$ cat src/rtl/lu_op_sequencer_if.sv
// lu_op_sequencer_if: command and result handshakes between a host and the LU sequencer.
interface lu_op_sequencer_if #(parameter int WIDTH = 4);
    logic             cmd_valid;
    logic             cmd_ready;
    logic [WIDTH-1:0] cmd_a;
    logic [WIDTH-1:0] cmd_b;
    logic [1:0]       cmd_sel;
    logic             res_valid;
    logic             res_ready;
    logic [WIDTH-1:0] res_y;
    logic [1:0]       res_sel;
    logic             res_zero;
    logic             res_parity;
    modport master (
        output cmd_valid, cmd_a, cmd_b, cmd_sel, res_ready,
        input  cmd_ready, res_valid, res_y, res_sel, res_zero, res_parity
    );
    modport slave (
        input  cmd_valid, cmd_a, cmd_b, cmd_sel, res_ready,
        output cmd_ready, res_valid, res_y, res_sel, res_zero, res_parity
    );
endinterface

$ cat src/rtl/lu_op_sequencer.sv
// lu_op_sequencer: launches one op into the 4-bit LU, holds operands while it settles, returns flagged result.
module lu_op_sequencer #(
    parameter int WIDTH         = 4,
    parameter int SETTLE_CYCLES = 1,
    parameter int CNT_W         = 8
) (
    input  logic               clk,
    input  logic               rst_n,
    lu_op_sequencer_if.slave   bus,
    output logic [WIDTH-1:0]   lu_a,
    output logic [WIDTH-1:0]   lu_b,
    output logic [1:0]         lu_s,
    input  logic [WIDTH-1:0]   lu_y,
    output logic [CNT_W-1:0]   op_count
);
    localparam int CW = $clog2(SETTLE_CYCLES + 1);
    typedef enum logic [1:0] {IDLE, SETTLE, RESULT} state_t;
    state_t        state;
    logic [CW-1:0] cnt;
    // cmd_ready is registered, so a consume edge is always followed by one IDLE bubble
    always_ff @(posedge clk or negedge rst_n) begin
        if (!rst_n) begin
            state          <= IDLE;
            cnt            <= '0;
            lu_a           <= '0;
            lu_b           <= '0;
            lu_s           <= '0;
            op_count       <= '0;
            bus.cmd_ready  <= 1'b0;
            bus.res_valid  <= 1'b0;
            bus.res_y      <= '0;
            bus.res_sel    <= '0;
            bus.res_zero   <= 1'b0;
            bus.res_parity <= 1'b0;
        end else begin
            case (state)
                IDLE: begin
                    if (bus.cmd_ready && bus.cmd_valid) begin
                        lu_a          <= bus.cmd_a;
                        lu_b          <= bus.cmd_b;
                        lu_s          <= bus.cmd_sel;
                        cnt           <= CW'(SETTLE_CYCLES);
                        bus.cmd_ready <= 1'b0;
                        state         <= SETTLE;
                    end else begin
                        bus.cmd_ready <= 1'b1;
                    end
                end
                SETTLE: begin
                    if (cnt == CW'(1)) begin
                        bus.res_y      <= lu_y;
                        bus.res_sel    <= lu_s;
                        bus.res_zero   <= ~|lu_y;
                        bus.res_parity <= ^lu_y;
                        bus.res_valid  <= 1'b1;
                        state          <= RESULT;
                    end else begin
                        cnt <= cnt - CW'(1);
                    end
                end
                RESULT: begin
                    if (bus.res_ready) begin
                        bus.res_valid <= 1'b0;
                        op_count      <= op_count + 1'b1;
                        state         <= IDLE;
                    end
                end
                default: state <= IDLE;
            endcase
        end
    end
endmodule

$ cat src/flat_wrapper.sv
// flat-port wrapper written by rule: the top's interface ports become plain ports
module lu_op_sequencer_flat 
#(
    parameter int WIDTH         = 4,
    parameter int SETTLE_CYCLES = 1,
    parameter int CNT_W         = 8
)
  (clk, rst_n, lu_a, lu_b, lu_s, lu_y, op_count, bus_cmd_valid, bus_cmd_a, bus_cmd_b, bus_cmd_sel, bus_res_ready, bus_cmd_ready, bus_res_valid, bus_res_y, bus_res_sel, bus_res_zero, bus_res_parity);
  lu_op_sequencer_if #(.WIDTH(WIDTH)) bus_i ();
  input  logic clk;
  input  logic rst_n;
  output logic [WIDTH-1:0] lu_a;
  output logic [WIDTH-1:0] lu_b;
  output logic [1:0] lu_s;
  input  logic [WIDTH-1:0] lu_y;
  output logic [CNT_W-1:0] op_count;
  input wire logic [$bits(bus_i.cmd_valid)-1:0] bus_cmd_valid;
  input wire logic [$bits(bus_i.cmd_a)-1:0] bus_cmd_a;
  input wire logic [$bits(bus_i.cmd_b)-1:0] bus_cmd_b;
  input wire logic [$bits(bus_i.cmd_sel)-1:0] bus_cmd_sel;
  input wire logic [$bits(bus_i.res_ready)-1:0] bus_res_ready;
  output wire logic [$bits(bus_i.cmd_ready)-1:0] bus_cmd_ready;
  output wire logic [$bits(bus_i.res_valid)-1:0] bus_res_valid;
  output wire logic [$bits(bus_i.res_y)-1:0] bus_res_y;
  output wire logic [$bits(bus_i.res_sel)-1:0] bus_res_sel;
  output wire logic [$bits(bus_i.res_zero)-1:0] bus_res_zero;
  output wire logic [$bits(bus_i.res_parity)-1:0] bus_res_parity;
  assign bus_i.cmd_valid = bus_cmd_valid;
  assign bus_i.cmd_a = bus_cmd_a;
  assign bus_i.cmd_b = bus_cmd_b;
  assign bus_i.cmd_sel = bus_cmd_sel;
  assign bus_i.res_ready = bus_res_ready;
  assign bus_cmd_ready = bus_i.cmd_ready;
  assign bus_res_valid = bus_i.res_valid;
  assign bus_res_y = bus_i.res_y;
  assign bus_res_sel = bus_i.res_sel;
  assign bus_res_zero = bus_i.res_zero;
  assign bus_res_parity = bus_i.res_parity;
  lu_op_sequencer #(.WIDTH(WIDTH), .SETTLE_CYCLES(SETTLE_CYCLES), .CNT_W(CNT_W)) u_core (.clk(clk), .rst_n(rst_n), .bus(bus_i), .lu_a(lu_a), .lu_b(lu_b), .lu_s(lu_s), .lu_y(lu_y), .op_count(op_count));
endmodule
$ cat config.mk
export PLATFORM = sky130hd
export DESIGN_NAME = lu_op_sequencer_flat
export DESIGN_NICKNAME = d
export VERILOG_FILES = /design/src/rtl/lu_op_sequencer_if.sv /design/src/rtl/lu_op_sequencer.sv /design/src/flat_wrapper.sv
export SDC_FILE = /design/constraint.sdc
export NUM_CORES = 1
export LEC_CHECK = 0
export BUFFER_PORTS_ARGS = -buffer_cell sky130_fd_sc_hd__buf_2
export CAP_MARGIN = 10
export CORE_AREA = 2 2 96 61
export DETAILED_ROUTE_END_ITERATION = 16
export DIE_AREA = 0 0 98 63
export HOLD_SLACK_MARGIN = 0.1
export SLEW_MARGIN = 10
export SYNTH_ARGS = -nofsm -noshare
export SYNTH_HDL_FRONTEND = slang
export SYNTH_SLANG_ARGS = --single-unit
$ cat constraint.sdc
create_clock -name clk -period 1.7 [get_ports clk]
set_input_delay 0.17 -clock clk [delete_from_list [all_inputs] [get_ports clk]]
set_output_delay 0.17 -clock clk [all_outputs]
set_load 0.02 [all_outputs]
[After elaboration in Yosys (flattened, before gate mapping)]
Cells that the tools add are included.
Word-level totals
  output and inout bits: 28
  bits in registers: 31
  bits of input ports: 18
  logic and storage cells: 43
Operators by class
  multiplexer cells: 11
  reduce and logical (&&, ||, !) cells: 13
  add/sub/neg operators: 2
  equal/unequal tests: 5
Operator list (count)
  $add A8 B1 Y8 const B: 1
  $reduce_and A2 Y1: 4
  $mux W2: 3
  $pmux W2 S3: 1
  $reduce_and A3 Y1: 2
  $mux W1: 5
  $ne A2 B1 Y1 const B: 2
  $pmux W1 S2: 2
  $reduce_bool A2 Y1: 2
  $reduce_or A4 Y1: 1
  $reduce_xor A4 Y1: 1
  $eq A2 B1 Y1 const B: 1
  $eq A2 B2 Y1 const B: 1
  $logic_not A2 Y1: 1
  $ne A2 B2 Y1 const B: 1
  $logic_and A1 B1 Y1: 1
  $logic_not A1 Y1: 1
  $sub A1 B1 Y1 const B: 1

[Depth between registers and ports, before layout]
Gate-level depths: netlist (run 1).
  depth after elaboration: 3
  mapped depth: 4
  mapped depth without buffers: 4

[Worst setup path before layout (run 1)]
No wires, ideal clock.
  path type: register to register
  start: register u_core.state[0]
  end: register u_core.lu_a[0]
  path slack: 393 ps
  arrival time: 1182 ps
  buffers on the path: 1
  clock period less this slack: 1307 ps
  cell stages (with the launch flop): 5
  library setup time: 125 ps
  required time: 1575 ps
  cells stage by stage: dfrtp_1 -> nor2_2 -> and3_4 -> buf_6 -> mux2_4
Between the ends
  cells in the longest elaborated chain, start to end: 2
Ends and longest elaborated chain
  start, declared: RTL line lu_op_sequencer.sv:18  | state_t state;
  start signal, assigned: RTL line lu_op_sequencer.sv:23  | state <= IDLE;
  start signal, assigned: RTL line lu_op_sequencer.sv:44  | state <= SETTLE;
  start signal, assigned: RTL line lu_op_sequencer.sv:56  | state <= RESULT;
  $logic_not A2 Y1: RTL line lu_op_sequencer.sv:36  | case (state)
  $reduce_and A2 Y1 (no line)
  end signal, assigned: RTL line lu_op_sequencer.sv:39  | lu_a <= bus.cmd_a;
  end, declared: RTL line lu_op_sequencer.sv:10  | output logic [WIDTH-1:0] lu_a,
Every way passes these cells.
A chain may end at the register's enable or synchronous reset.

[Worst setup path in the final report (run 1)]
  start: register u_core.state[0]
  end: register u_core.lu_a[3]
The elaborated chain is that of the path after synthesis.

==> flow_metrics.py, run 1 <==
metrics = {
    "setup_path": {
        "worstSetupStartpoint": "u_core.state[0]",
        "r2r_slack_ps": 310,
        "rr_worst_depth": 3,
        "critPathArrivalTime_ps": 1560,
        "cp_max_fo": 11,
        "crit_required_ps": 1860,
        "critPathLaunchType": "register",
        "r2r-start": "u_core.state[0]",
        "crit_type": "register to register",
        "critPathCaptureType": "register",
        "r2r_end": "u_core.lu_a[3]",
    },
    "final_layout": {
        "fin_cells": 220,
        "drive_gt1_share_pct": 44.37,
        "nNetsFinal": 171,
        "area_growth_pct": 30.58,
        "n_antenna_cell": 0,
        "stdcell_area_sq_mm": 0.001683,
    },
    "placement": {
        "gp_congestion": 0.6848,
        "placed_area_sq_mm": 0.001592,
        "detailed_place_hpwl_um": 1958,
        "portBuffers": 45,
        "pre_cts_ws_ps": 300.1,
        "place_inst": 211,
    },
    "global_route": {
        "grt_overflow": 0,
        "grt_pass1_vias": 929,
        "grt_max_degree": 32,
        "antenna_found_initial": 0,
        "grt_pass1_wl_um": 4547,
        "track_usage_pct": 9.621,
    },
    "clock_network": {
        "cts_sinks": 31,
        "cts_buffer_depth": 2,
        "clkTransAtPathRegs_ps": 60,
        "cts_buffers": 5,
        "h-tree-depth": 2,
        "postCtsSetupRepairBufs": 0,
        "cts_root_buf": "clkbuf_8",
        "cts_tree": "yes",
        "cts_resized": 0,
        "clock_latency_ps": 280,
    },
    "timing": {
        "max_freq_ghz": 0.7176,
        "hold_violations": 0,
        "fin_ws_ps": 306.5,
        "setup_violations": 0,
        "period_needed_ps": 1394,
        "slew_headroom_pct": 53.78,
        "tightest_slew_ps": 693.2,
        "finalSetupTns_ps": 0,
        "slew_violations": 0,
        "skew_ps": 5.433,
        "worst_hold_slack_ps": 117.0,
        "fin_crit_sh_pct": 81.97,
        "rsz0062_at_grt": "false",
    },
    "hold_path": {
        "hold_path_startpoint": "bus_res_ready",
        "hold_path_class": "primary input to register",
        "hold_end": "u_core.state[1]",
        "hold_depth": 2,
    },
    "synth": {
        "synthDistinctLibCells": 21,
        "synth_area_per_cell_sq_um": 13.15,
        "yosysSeqAreaShare_pct": 60.19,
        "yosysTopAreaCell": "dfrtp_1",
        "ys_ff_latch": 31,
        "yosysWarnings": 0,
        "netlist_area_sq_mm": 0.001289,
        "syn_nets": 119,
        "synth.area.top_cells": "dfrtp_1 60%, mux2_4 10%, mux2_2 3.5%",
        "netlist_instances": 98,
        "netlist.area_leader.share_pct": 60.19,
    },
    "route": {
        "wl_per_cell_um": 12.10,
        "wl_met3_um": 266,
        "route.met2.wl_um": 1013,
        "routed-via-count": 885,
        "drcViolationCount": 0,
        "first_pass_iters": 3,
        "vias_per_cell": 4.023,
        "top_layer": "met4",
        "met1Wirelength_um": 1318,
        "drt_iter0_drc": 18,
        "antenna_left": 0,
        "wirelength_um": 2661,
    },
    "pwr": {
        "p_leak_nw": 0.8552,
        "vdd_drop_max_v": 0.0005773,
        "cellPowerDensity_mw_per_mm2": 1859,
    },
    "run_status": {
        "status": "finished clean",
    },
    "floorplan": {
        "die_area_sq_mm": 0.006174,
        "core_sq_mm": 0.005334,
        "fp-row-count": 21,
        "die_h_um": 63,
        "io_pins": 46,
        "start_util_pct": 24.16,
        "fp.dieW_um": 98,
    },
    "flow_run": {
        "maxCapViolCount": 0,
    },
}
layout by cell type (no fill, tap or decap), types with 3 or more instances in the layout:
master / netlist / layout
inv_1: 4 / 4
xnor2_1: 4 / 4
buf_2: 1 / 45
ha_1: 3 / 3
nand3_1: 4 / 4
clkbuf_8: 0 / 5
nand3b_1: 3 / 3
o21ai_0: 8 / 8
dfrtp_1: 31 / 31
mux2_4: 9 / 9
xor2_1: 4 / 4
nand2_1: 10 / 10
mux2_2: 4 / 4
nor2_1: 3 / 3
worst max-delay path, cell delays in order, from the launching register on:
cell and delay [ps]:
dfrtp_1 430, nor2_2 160, and3_4 340, mux2_2 360
state kept, by name (all words and copies together), names as in the netlist:
name / count
u_core.bus.cmd_ready: 1
u_core.bus.res_parity: 1
u_core.bus.res_sel: 2
u_core.bus.res_valid: 1
u_core.bus.res_y: 4
u_core.bus.res_zero: 1
u_core.cnt: 1
u_core.lu_a: 4
u_core.lu_b: 4
u_core.lu_s: 2
u_core.op_count: 8
u_core.state: 2
layer usage:
layer	vias up	GRT usage, %
li1	434	-
met1	408	12.74
met2	35	12.59
met3	8	4.810
met4	0	5.208
met5	-	0
worst max path at each step:
stage | to | cells after the start
after global routing | u_core.lu_a[3] | 3
after floorplan | u_core.lu_a[0] | 4
after global placement | u_core.lu_a[3] | 3
after detailed placement | u_core.lu_a[3] | 3
after CTS | u_core.lu_a[3] | 3
final | u_core.lu_a[3] | 3
synth_stat cells, drive strengths merged:
master and n:
and3 2, and4b 1, buf 2, dfrtp 31
ha 3, inv 4, mux2 13, nand2 10
nand2b 2, nand3 4, nand3b 3, nand4 1
nor2 4, nor3 2, o21ai 8, xnor2 4
xor2 4
what timing repair did:
item	CTS	global route
hold endpoints to repair	31	0
hold buffers	1	0
setup endpoints to repair	0	0
power breakdown:
part	internal [W]	switching, W	total (W)
Sequential	0.00105	0.000220	0.00127
Clock	0.000287	0.000264	0.000551
Combinational	0.000587	0.000726	0.00131
cell type report:
| cell class | instances | area (sq um) |
|---|---|---|
| clock buffer | 7 | 76.32 |
| sequential | 31 | 775.7 |
| timing repair buffer | 47 | 242.7 |
| fill | 560 | 3651 |
| multi-input combinational | 61 | 481.7 |
| tap | 69 | 86.33 |
| clock inverter | 1 | 5.005 |
| inverter | 4 | 15.01 |
metrics by stage:
step / power [W] / util [%]
6_report: 0.003129 / 31.55
2_1_floorplan: 0.002178 / -
3_5_place_dp: 0.002616 / 29.84
5_1_grt: 0.003368 / 31.55
4_1_cts: 0.003196 / 31.55
3_3_place_gp: 0.002592 / 29.84
kinds of logic after synthesis:
kind of cell / synth area share (%)
flip-flops: 60.19
AND/OR/NAND/NOR: 11.94
multiplexers: 13.98
AO/OA/AOI/OAI: 3.107
XOR/XNOR: 5.436
buffers and inverters: 2.426
adder cells (fa/ha/maj): 2.913
Note: power is estimated with default switching activity, not from simulation.
==> run 2: changes to the inputs <==
Clock period 1.7 ns to 1.4 ns, I/O delays scaled along.
==> run 2 against run 1 <==
Clock-buffer cell count increased by 1. Critical endpoint is now u_core.lu_s[1]. Core utilization increased by 3.2 points. Clock power increased by 40%. Critical path depth unchanged. Register-to-register slack got worse by 220 ps. Design area increased by 10%. Sequential power increased by 22%. Non-clock buffer count increased by 14. Maximum frequency increased by 5.9%. Worst setup slack got worse by 220 ps.
==> flow_metrics.py, run 2 (synthesis results as in run 1) <==
metrics = {
    "setup_path": {
        "crit_path_top_delay_cell": "dfrtp_1",
        "critPathLaunchType": "register",
        "critPathCaptureType": "register",
        "rr_worst_depth": 3,
        "slowest_delay_ps": 420,
        "cp_cell_sequence": "nor2_2 -> and3_2 -> mux2_4",
        "worstSetupStartpoint": "u_core.state[0]",
        "crit_buf_inv": 0,
        "crit_required_ps": 1560,
        "r2r_end": "u_core.lu_s[1]",
        "r2r-start": "u_core.state[0]",
        "cp_max_fo": 6,
        "critPathArrivalTime_ps": 1480,
        "crit_type": "register to register",
        "crit_family": "simple AND/OR/NAND/NOR gates",
        "r2r_slack_ps": 80,
        "crit_cells": 3,
        "crit_path_end": "u_core.lu_s[1]",
    },
    "route": {
        "wirelength_um": 2859,
        "drt_iter0_drc": 15,
        "vias_per_cell": 4.085,
        "wl_per_cell_um": 12.17,
        "routed-via-count": 960,
        "drcViolationCount": 0,
        "antenna_left": 0,
        "first_pass_iters": 4,
    },
    "clock_network": {
        "cts_sinks": 31,
        "cts_resized": 0,
        "clkTransAtPathRegs_ps": 60,
        "cts_buffers": 5,
        "clock_latency_ps": 280,
        "cts_tree": "yes",
        "h-tree-depth": 2,
        "cts_buffer_depth": 2,
        "cts_root_buf": "clkbuf_8",
    },
    "pwr": {
        "power_w": 0.004015,
        "switching_share_pct": 37.90,
        "vdd_drop_max_v": 0.0009178,
        "p_sw_w": 0.001521,
        "pwr-share-seq_pct": 38.7,
        "cellInternalPower_w": 0.002493,
        "cellPowerDensity_mw_per_mm2": 2165,
        "clkPwrFrac_pct": 19.3,
        "p_comb_share_pct": 42.0,
        "p_leak_nw": 0.9338,
    },
    "timing": {
        "max_freq_ghz": 0.7600,
        "finalSetupTns_ps": 0,
        "slew_headroom_pct": 82.03,
        "skew_ps": 3.369,
        "fin_crit_sh_pct": 93.99,
        "slew_violations": 0,
        "setup_violations": 0,
        "hold_violations": 0,
        "tightest_slew_ps": 268.7,
        "rsz0062_at_grt": "false",
        "period_needed_ps": 1316,
    },
    "final_layout": {
        "fin_util_pct": 34.76,
        "area_growth_pct": 43.88,
        "final_cell_mix": "45 x buf_2, 31 x dfrtp_1, 12 x dlygate4sd3_1, 10 x nand2_1, 9 x mux2_4",
        "nFillCells": 544,
        "drive_gt1_share_pct": 43.37,
        "n_antenna_cell": 0,
        "largest_register": "u_core.op_count",
        "nNetsFinal": 186,
        "layout_commonest_cell": "buf_2",
        "stdcell_area_sq_mm": 0.001854,
        "largest_register_ff_count": 8,
    },
    "hold_path": {
        "hold_path_class": "primary input to register",
        "hold_depth": 3,
    },
    "floorplan": {
        "io_pins": 46,
        "die_area_sq_mm": 0.006174,
        "start_util_pct": 24.16,
        "core_sq_mm": 0.005334,
        "fp-row-count": 21,
        "fp.dieW_um": 98,
        "die_h_um": 63,
    },
    "global_route": {
        "grt_pass1_vias": 985,
        "grt_pass1_wl_um": 4767,
        "antenna_found_initial": 0,
        "grt_max_degree": 32,
        "track_usage_pct": 10.00,
        "grt_overflow": 0,
    },
    "flow_run": {
        "maxCapViolCount": 0,
    },
    "placement": {
        "gp_congestion": 0.6842,
        "placed_area_sq_mm": 0.001619,
        "portBuffers": 45,
    },
    "run_status": {
        "status": "finished clean",
    },
}
-- run 2: cell types whose count changed in the layout (fill, tap and decap cells not counted) --
cell,before,now
buf_12,0,1
clkbuf_8,5,7
dlygate4sd3_1,1,12
clkbuf_1,2,1
buf_4,1,3
clkinv_2,1,0
and3_2,0,1
-- run 2: cell type report --
type / instances / area (sq um) / area share [%]
flip-flops and latches: 31 / 775.7 / 41.84
multi-input cells: 62 / 489.2 / 26.38
repair buffers: 61 / 387.9 / 20.92
clock buffers: 8 / 100.1 / 5.398
well taps: 69 / 86.33 / 4.656
inverters: 4 / 15.01 / 0.8097
-- run 2: worst min-delay path by stage --
stage                     startpoint                   end  slack, ps
final                        lu_y[2]   u_core.bus.res_y[2]        130
after global routing         lu_y[2]   u_core.bus.res_y[2]        160
after CTS                    lu_y[2]   u_core.bus.res_y[2]        120
after detailed placement       rst_n    u_core.op_count[7]        110
after global placement         rst_n    u_core.op_count[7]        110
after floorplan                rst_n  u_core.bus.cmd_ready       -160
-- run 2: routing by layer --
| layer | part of all wire (%) | global-route usage [%] | vias up |
|---|---|---|---|
| met5 | 0 | 0 | - |
| met4 | 1.7 | 5.208 | 0 |
| met3 | 6.3 | 3.356 | 5 |
| met2 | 40 | 13.96 | 35 |
| met1 | 52 | 13.64 | 455 |
| li1 | - | - | 465 |
-- run 2: worst reg2reg max path: cells and delay by family (launching register included) --
family           cells  cell delay (ps)
flip-flops           1              420
multiplexers         1              320
AND/OR/NAND/NOR      2              470
-- run 2: per-stage QoR --
stage | hold WS (ps) | setup slack [ps] | std cells
floorplan | -155.6 | 93.37 | 98
global placement | 105.5 | 57.92 | 213
detailed placement | 109.0 | 31.47 | 213
CTS | 123.5 | 21.18 | 233
global route | 156.8 | 2.566 | 235
finish | 133.6 | 84.18 | 235
-- run 2: power groups by stage --
stage | Clock (W) | Combinational, W | Sequential (W)
floorplan | 0 | 0.000699 | 0.00195
global placement | 0 | 0.00163 | 0.00156
detailed placement | 0 | 0.00166 | 0.00155
CTS | 0.000813 | 0.00169 | 0.00155
global route | 0.000856 | 0.00182 | 0.00161
finish | 0.000773 | 0.00169 | 0.00155
-- run 2: timing repair --
action | CTS | global route
hold buffers | 12 | 0
endpoints found under the hold margin | 42 | 0
setup buffers | 0 | 1
setup endpoints to repair | 0 | 3
==> run 3: changes to the inputs <==
Settings changed: CORE_AREA 2 2 96 61 to 2 2 73 47, DIE_AREA 0 0 98 63 to 0 0 75 49, PLACE_DENSITY from default to 0.71.
==> run 3 against run 2 <==
Sequential power is essentially flat. Power grew 2.0%. Via count shrank 1.1%. Worst hold slack gained 14 ps. First-iteration DRC count grew 140%. Non-clock buffer count is the same.
==> flow_metrics.py, run 3 (synthesis results as in run 1) <==
metrics = {
    "final_layout": {
        "n_antenna_cell": 0,
        "nNetsFinal": 185,
        "largest_register": "u_core.op_count",
        "fin_cells": 210,
        "area_growth_pct": 41.36,
        "layout_commonest_cell": "buf_2",
        "stdcell_area_sq_mm": 0.001822,
        "largest_register_ff_count": 8,
        "final_cell_mix": "45 x buf_2, 31 x dfrtp_1, 12 x dlygate4sd3_1, 10 x nand2_1, 9 x mux2_4",
        "fin_util_pct": 59.48,
        "drive_gt1_share_pct": 43.64,
    },
    "floorplan": {
        "fp-row-count": 16,
        "io_pins": 46,
        "die_area_sq_mm": 0.003675,
        "core_sq_mm": 0.003063,
        "die_h_um": 49,
        "start_util_pct": 42.08,
        "fp.dieW_um": 75,
    },
    "timing": {
        "setup_violations": 0,
        "slew_violations": 0,
        "rsz0062_at_grt": "true",
        "fin_ws_ps": 69.16,
        "period_needed_ps": 1331,
        "slew_headroom_pct": 56.05,
        "hold_violations": 0,
        "max_freq_ghz": 0.7514,
        "fin_crit_sh_pct": 95.06,
        "tightest_slew_ps": 659.2,
        "skew_ps": 6.386,
    },
    "placement": {
        "pre_cts_ws_ps": 63.03,
        "placed_area_sq_mm": 0.001584,
        "detailed_place_hpwl_um": 1775,
        "portBuffers": 45,
        "place_inst": 190,
        "gp_congestion": 0.7026,
    },
    "route": {
        "drcViolationCount": 0,
        "routed-via-count": 949,
        "wl_met3_um": 193,
        "route.met2.wl_um": 1095,
        "first_pass_iters": 4,
        "antenna_left": 0,
        "vias_per_cell": 4.519,
        "top_layer": "met4",
        "wl_per_cell_um": 12.11,
        "wirelength_um": 2543,
        "met1Wirelength_um": 1204,
        "drt_iter0_drc": 36,
    },
    "clock_network": {
        "cts_tree": "yes",
        "clock_latency_ps": 280,
        "cts_sinks": 31,
        "cts_root_buf": "clkbuf_8",
        "clkTransAtPathRegs_ps": 60,
        "cts_buffer_depth": 2,
        "cts_buffers": 5,
        "h-tree-depth": 2,
    },
    "flow_run": {
        "maxCapViolCount": 0,
    },
    "setup_path": {
        "crit_type": "register to register",
        "critPathCaptureType": "register",
        "critPathArrivalTime_ps": 1490,
        "critPathLaunchType": "register",
        "crit_required_ps": 1560,
        "cp_max_fo": 11,
    },
    "global_route": {
        "grt_pass1_vias": 942,
        "grt_pass1_wl_um": 4257,
        "grt_overflow": 0,
        "antenna_found_initial": 0,
        "grt_max_degree": 32,
        "track_usage_pct": 15.98,
    },
    "pwr": {
        "p_leak_nw": 0.9348,
        "cellPowerDensity_mw_per_mm2": 2248,
        "vdd_drop_max_v": 0.001035,
        "power_w": 0.004095,
    },
    "hold_path": {
        "hold_path_class": "primary input to register",
    },
    "run_status": {
        "status": "finished clean",
    },
}
-- run 3: through the flow --
step / setup TNS (ps) / hold WS (ps)
after CTS: 0 / 138.3
after global routing: -51.35 / 151.5
final: 0 / 147.1
after global placement: 0 / 209.2
after detailed placement: 0 / 219.4
after floorplan: 0 / -155.6
-- run 3: metal layers --
metal,vias up,GRT usage (%)
met4,0,8.036
met3,6,6.612
met1,442,20.32
met5,-,0
li1,464,-
met2,37,23.25
-- run 3: final cells by class --
type	count	area (sq um)
inverter	4	15.01
sequential	31	775.7
multi-input combinational	61	481.7
tap	45	56.30
fill	255	1241
clock inverter	2	35.03
timing repair buffer	61	375.4
clock buffer	6	82.58
-- run 3: critical path, stage by stage (launching register included) --
cell and delay (ps):
dfrtp_1 390, nor2_2 150, and3_4 330, mux2_2 360
-- run 3: final timing paths --
check / startpoint / endpoint / slack [ps] / cells past startpoint
min in group asynchronous: rst_n / u_core.lu_s[1] / 430 / 2
max in group asynchronous: rst_n / u_core.op_count[1] / 540 / 2
worst min register to register: u_core.bus.res_valid / u_core.bus.res_valid / 470 / 2
worst max-delay path: u_core.state[0] / u_core.lu_a[3] / 70 / 3
worst min-delay path: lu_y[3] / u_core.bus.res_y[3] / 150 / 3
worst max register to register: u_core.state[0] / u_core.lu_a[3] / 70 / 3
-- run 3: timing repair --
item,4_1_cts,5_1_grt
endpoints found under the setup margin,0,2
setup buffers,0,0
resized for setup,0,0
hold buffers,12,0
hold endpoints to repair,42,0
-- run 3: where the power goes --
group | leakage [nW] | total (W) | internal, W | switching [W]
Clock | 0.0612 | 0.000888 | 0.000575 | 0.000313
Combinational | 0.496 | 0.00169 | 0.000771 | 0.000921
Sequential | 0.378 | 0.00152 | 0.00127 | 0.000246
